**src/rtl/sprite_memory_writer.sv**
```systemverilog
// Streams one sprite bitmap into the sprite RAM at slot*SPRITE_PIXELS + line*SPRITE_W + col.
// Optional build macro SPRITE_WRITER_SKIP_TRANSP_EN: all-ones (transparent) pixels are consumed but not written.
module sprite_memory_writer #(
  parameter int SIZE_ADDRESS  = 14,
  parameter int COLOR_W       = 9,
  parameter int SPRITE_W      = 20,
  parameter int SPRITE_PIXELS = 400,
  parameter int MAX_SPRITES   = 40
) (
  input  logic                    clk,
  input  logic                    reset_n,
  input  logic                    cmd_valid,
  output logic                    cmd_ready,
  input  logic [8:0]              cmd_sprite_id,
  input  logic                    pix_valid,
  output logic                    pix_ready,
  input  logic [COLOR_W-1:0]      pix_data,
  output logic                    mem_wr_en,
  output logic [SIZE_ADDRESS-1:0] mem_wr_address,
  output logic [COLOR_W-1:0]      mem_wr_data,
  output logic                    busy,
  output logic                    done,
  output logic                    error
);

  localparam int CW = $clog2(SPRITE_W);

  typedef enum logic [1:0] {S_IDLE, S_LOAD, S_DONE} state_t;

  state_t                  state_q, state_d;
  logic [SIZE_ADDRESS-1:0] addr_q, addr_d;
  logic [CW-1:0]           col_q, col_d;
  logic [CW-1:0]           line_q, line_d;
  logic                    wr_en_q, wr_en_d;
  logic [SIZE_ADDRESS-1:0] wr_addr_q, wr_addr_d;
  logic [COLOR_W-1:0]      wr_data_q, wr_data_d;
  logic                    done_q, done_d;
  logic                    error_q, error_d;
  logic                    pix_wr;
  logic                    last_pix;

`ifdef SPRITE_WRITER_SKIP_TRANSP_EN
  assign pix_wr = (pix_data != '1);
`else
  assign pix_wr = 1'b1;
`endif

  assign last_pix = (line_q == CW'(SPRITE_W - 1)) && (col_q == CW'(SPRITE_W - 1));

  always_comb begin
    state_d   = state_q;
    addr_d    = addr_q;
    col_d     = col_q;
    line_d    = line_q;
    wr_en_d   = 1'b0;
    wr_addr_d = wr_addr_q;
    wr_data_d = wr_data_q;
    done_d    = 1'b0;
    error_d   = 1'b0;
    case (state_q)
      S_IDLE: begin
        if (cmd_valid) begin
          if (cmd_sprite_id < 9'(MAX_SPRITES)) begin
            // Slot base; id is range-checked so the product fits the address width.
            addr_d  = SIZE_ADDRESS'(cmd_sprite_id) * SIZE_ADDRESS'(SPRITE_PIXELS);
            col_d   = '0;
            line_d  = '0;
            state_d = S_LOAD;
          end else begin
            error_d = 1'b1;
          end
        end
      end
      S_LOAD: begin
        if (pix_valid) begin
          if (pix_wr) begin
            wr_en_d   = 1'b1;
            wr_addr_d = addr_q;
            wr_data_d = pix_data;
          end
          addr_d = addr_q + SIZE_ADDRESS'(1);
          if (col_q == CW'(SPRITE_W - 1)) begin
            col_d  = '0;
            line_d = line_q + CW'(1);
          end else begin
            col_d = col_q + CW'(1);
          end
          if (last_pix) begin
            done_d  = 1'b1;
            state_d = S_DONE;
          end
        end
      end
      S_DONE:  state_d = S_IDLE;
      default: state_d = S_IDLE;
    endcase
  end

  always_ff @(posedge clk or negedge reset_n) begin
    if (!reset_n) begin
      state_q   <= S_IDLE;
      addr_q    <= '0;
      col_q     <= '0;
      line_q    <= '0;
      wr_en_q   <= 1'b0;
      wr_addr_q <= '1;
      wr_data_q <= '0;
      done_q    <= 1'b0;
      error_q   <= 1'b0;
    end else begin
      state_q   <= state_d;
      addr_q    <= addr_d;
      col_q     <= col_d;
      line_q    <= line_d;
      wr_en_q   <= wr_en_d;
      wr_addr_q <= wr_addr_d;
      wr_data_q <= wr_data_d;
      done_q    <= done_d;
      error_q   <= error_d;
    end
  end

  assign cmd_ready      = (state_q == S_IDLE);
  assign pix_ready      = (state_q == S_LOAD);
  assign busy           = (state_q != S_IDLE);
  assign mem_wr_en      = wr_en_q;
  assign mem_wr_address = wr_addr_q;
  assign mem_wr_data    = wr_data_q;
  assign done           = done_q;
  assign error          = error_q;

endmodule

```
**config.mk**
```make
export PLATFORM = sky130hd
export DESIGN_NAME = sprite_memory_writer
export DESIGN_NICKNAME = d
export VERILOG_FILES = /design/src/rtl/sprite_memory_writer.sv
export SDC_FILE = /design/constraint.sdc
export NUM_CORES = 1
export LEC_CHECK = 0
export CAP_MARGIN = 0
export CELL_PAD_IN_SITES_DETAIL_PLACEMENT = 1
export CELL_PAD_IN_SITES_GLOBAL_PLACEMENT = 2
export CORE_MARGIN = 4
export CORE_UTILIZATION = 29
export CTS_BUF_LIST = sky130_fd_sc_hd__clkbuf_16
export DETAILED_ROUTE_END_ITERATION = 6
export DONT_BUFFER_PORTS = 1
export GPL_ROUTABILITY_DRIVEN = 0
export GPL_TIMING_DRIVEN = 0
export PLACE_DENSITY_LB_ADDON = 0.05
export SYNTH_ARGS = -nofsm -noshare
export SYNTH_HDL_FRONTEND = slang
export SYNTH_SLANG_ARGS = --single-unit
export TNS_END_PERCENT = 20
```
**constraint.sdc**
```tcl
create_clock -name clk -period 2.7 [get_ports clk]
set_clock_uncertainty 0.05 [all_clocks]
set_input_delay 0.54 -clock clk [delete_from_list [all_inputs] [get_ports clk]]
set_output_delay 0.54 -clock clk [all_outputs]
set_load 0.01 [all_outputs]
```
==> impl_metrics.json <==
{
  "timing.reg2reg.setup_slack_ns": 0.38,
  "cts_max_path_bufs": 2,
  "drive_above_1_share": 0.132,
  "hold_path.class": "primary input to async pin",
  "grt_pass1_wl_mm": 12.4,
  "period_needed_ns": 2.54,
  "critical_path.reg2reg.startpoint": "state_q[1]",
  "yosys.area_share.xor_xnor": 0.0424,
  "avgViaCountPerCell": 4.79,
  "synth_compound_gate_area_share": 0.119,
  "wl_met3_um": 321,
  "post_synth_instance_area_um2": 2890,
  "setup_repair_after_global_routing_missed_its_margin": "no",
  "dp_hpwl_mm": 5.34,
  "netlist_instances": 301,
  "layout.area.seq_um2": 1320,
  "timing.rr.end": "col_q[4]",
  "worst_setup_path_end_kind": "register",
  "grt_start_max_net_pins": 39,
  "synth.area.mux_share": 0.0113,
  "reg2reg_depth": 5,
  "grt_resource_usage_total": 0.137,
  "ios": 51,
  "critPathLaunchType": "primary input",
  "max_clock_freq_mhz": 394,
  "placement.cell_area_um2": 3070,
  "num_vias": 2124,
  "grt_antenna_before_repair": 0,
  "totalWireLength_mm": 7.54,
  "multiInputGateArea_um2": 1500,
  "yosys_warnings": 0,
  "synthesis.nets": 349,
  "core_um2": 9730,
  "fillers": 1150,
  "post-synth-top-area-cell": "sky130_fd_sc_hd__dfrtp_1",
  "final_area_um2": 3290,
  "grt_overflow": 0,
  "flow.area_growth_from_synthesis_pct": 13.7,
  "cts_buffers": 5,
  "maximum_level_of_the_cts_h_tree": 2,
  "hold_violations": 0,
  "worstSetupEndpoint": "addr_q[13]",
  "clk_pin_slew_ns": 0.08,
  "layout.core_utilization": 0.338,
  "whs_ns": 0.0423,
  "mostFrequentLayoutCells": "sky130_fd_sc_hd__nand2_1, sky130_fd_sc_hd__dfrtp_1, sky130_fd_sc_hd__nor2_1",
  "yosysSeqAreaShare": 0.456,
  "layout_worst_path_cycle_share": 0.939,
  "firstDrtPassIters": 4,
  "cts.sink_count": 52,
  "synth-seq-cells": 52,
  "die_h_um": 108,
  "outcome": "completed",
  "cts_tree": "built",
  "design_power_uw": 3080,
  "ys_types": 50,
  "layout.nets": 357,
  "numPortBuffers": 0,
  "timing.final.setup_violations": 0,
  "number_of_global_route_vias_before_repair": 2295,
  "synth_top_area_frac": 0.329,
  "synth-adder-area-share": 0.123,
  "routed_wire_length_per_instance_um": 17.0,
  "die-area_um2": 11600,
  "final_max_slew_viol_count": 0,
  "syn_avg_cell_area_um2": 9.60,
  "root_buffer": "sky130_fd_sc_hd__clkbuf_16",
  "wl_met1_mm": 3.62,
  "detailroute.wirelength.met2_mm": 3.52,
  "vdd.ir_drop.worst_mv": 0.316,
  "cap_viol_max_count": 0,
  "num_antenna_cells": 0,
  "first_element_of_the_critical_path": "cmd_sprite_id[2]",
  "timing_worst_setup_path_type": "primary input to register",
  "worst-path-max-fanout": 4,
  "synthFlopType": "sky130_fd_sc_hd__dfrtp_1",
  "drt_iter0_drc": 87,
  "mostFrequentLayoutCell": "sky130_fd_sc_hd__nand2_1",
  "clk-insertion-delay-late_ns": 0.29,
  "actual_slew_at_the_worst_max_slew_pin_ns": 0.796,
  "synthTopCellsByArea": "sky130_fd_sc_hd__dfrtp_1, sky130_fd_sc_hd__dfstp_2, sky130_fd_sc_hd__nand2_1",
  "row_count": 36,
  "initial_utilization": 0.297,
  "synth_enable_flop_cells": 0,
  "detail_route.drc_violations": 0,
  "horizontal_extent_of_the_die_um": 108,
  "dr.max_layer_used": "met4",
  "synth_top_family_by_area": "simple AND/OR/NAND/NOR gates",
  "p_leak_uw": 0.00152,
  "worstPathArrival_ns": 2.63,
  "powerDensity_nw_per_um2": 937,
  "synth-simple-area-share": 0.210,
  "maxSlewHeadroom": 0.466,
  "ant_nets": 0,
  "crit_required_ns": 2.80,
  "ys_async_sr_fraction": 1.00
}
-- report_power, final --
part	internal [uW]	total (uW)	switching, uW
clock network	438	741	303
registers	1160	1520	358
logic	367	822	455
total	1960	3080	1120
-- cell usage after synthesis (2+ instances only) --
master,instances
sky130_fd_sc_hd__fa_1,4
sky130_fd_sc_hd__o22ai_1,2
sky130_fd_sc_hd__a22o_1,2
sky130_fd_sc_hd__nand4_1,3
sky130_fd_sc_hd__ha_1,22
sky130_fd_sc_hd__a211oi_1,2
sky130_fd_sc_hd__a21o_1,2
sky130_fd_sc_hd__nand2_1,80
sky130_fd_sc_hd__a2111oi_4,2
sky130_fd_sc_hd__a22oi_1,2
sky130_fd_sc_hd__dfstp_2,14
sky130_fd_sc_hd__nor2_1,22
sky130_fd_sc_hd__nand3_1,8
sky130_fd_sc_hd__xor2_1,7
sky130_fd_sc_hd__nor2b_1,2
sky130_fd_sc_hd__xnor2_1,7
sky130_fd_sc_hd__mux2_2,2
sky130_fd_sc_hd__inv_1,17
sky130_fd_sc_hd__clkbuf_1,6
sky130_fd_sc_hd__o22a_1,2
sky130_fd_sc_hd__a2bb2oi_1,4
sky130_fd_sc_hd__nor3_1,2
sky130_fd_sc_hd__a31oi_1,3
sky130_fd_sc_hd__o21ai_0,9
sky130_fd_sc_hd__a21oi_1,7
sky130_fd_sc_hd__nand3b_1,2
sky130_fd_sc_hd__dfrtp_1,38
sky130_fd_sc_hd__buf_2,2
sky130_fd_sc_hd__and3_1,5
-- state kept, by name, indices dropped and copies added, names as in the netlist --
name / count
mem_wr_address: 14
mem_wr_en: 1
col_q: 5
line_q: 5
state_q: 2
error: 1
addr_q: 14
mem_wr_data: 9
done: 1
-- metrics by stage --
step	setup TNS, ns	instances	setup WS [ns]
2_1_floorplan	0	301	0.0101
3_3_place_gp	-0.525	434	-0.255
3_5_place_dp	-0.545	434	-0.269
4_1_cts	0	443	0.0229
5_1_grt	0	443	0.00649
6_report	0	443	0.165
-- metal layers --
layer / vias up / global-route usage
met5: - / 0
met1: 1061 / 0.185
met4: 0 / 0.0298
met2: 28 / 0.221
met3: 5 / 0.0336
li1: 1030 / -
-- what timing repair did --
| item | CTS | global route |
|---|---|---|
| hold buffers | 1 | 0 |
| hold endpoints to repair | 38 | 0 |
| setup endpoints to repair | 0 | 3 |
| setup buffers | 0 | 0 |
| resized for setup | 0 | 5 |
-- cell type report --
class,count,area share
flip-flops and latches,52,0.401
clock inverters,3,0.0129
plain buffers,9,0.0110
inverters,19,0.0217
multi-input cells,221,0.456
well taps,133,0.0506
repair buffers,1,0.00837
clock buffers,5,0.0381
-- how the worst min path moves through the flow --
stage	startpoint	end	slack (ns)	cells past startpoint
after floorplan	reset_n	addr_q[0]	0.19	0
after global placement	reset_n	line_q[2]	0.20	0
after detailed placement	reset_n	line_q[2]	0.20	0
after CTS	reset_n	mem_wr_address[8]	0.03	0
after global routing	reset_n	mem_wr_address[6]	0.03	0
final	reset_n	mem_wr_address[5]	0.04	0
-- worst max-delay path: stages --
cell	delay, ns
sky130_fd_sc_hd__ha_1	0.28
sky130_fd_sc_hd__ha_1	0.32
sky130_fd_sc_hd__fa_1	0.46
sky130_fd_sc_hd__ha_1	0.35
sky130_fd_sc_hd__o21ai_1	0.14
sky130_fd_sc_hd__o21bai_1	0.11
sky130_fd_sc_hd__a21oi_2	0.18
sky130_fd_sc_hd__xnor2_2	0.13
sky130_fd_sc_hd__o221ai_1	0.12
-- logic make-up (layout without fill, tap and decap cells) --
logic type | after synthesis | after routing
fa+ha+maj | 26 | 26
xor+xnor | 14 | 14
compound gates | 44 | 44
mux | 3 | 3
flops | 52 | 52
simple gates | 134 | 134
buf+inv | 28 | 37
No activity file was read; power rests on OpenSTA's default activity.
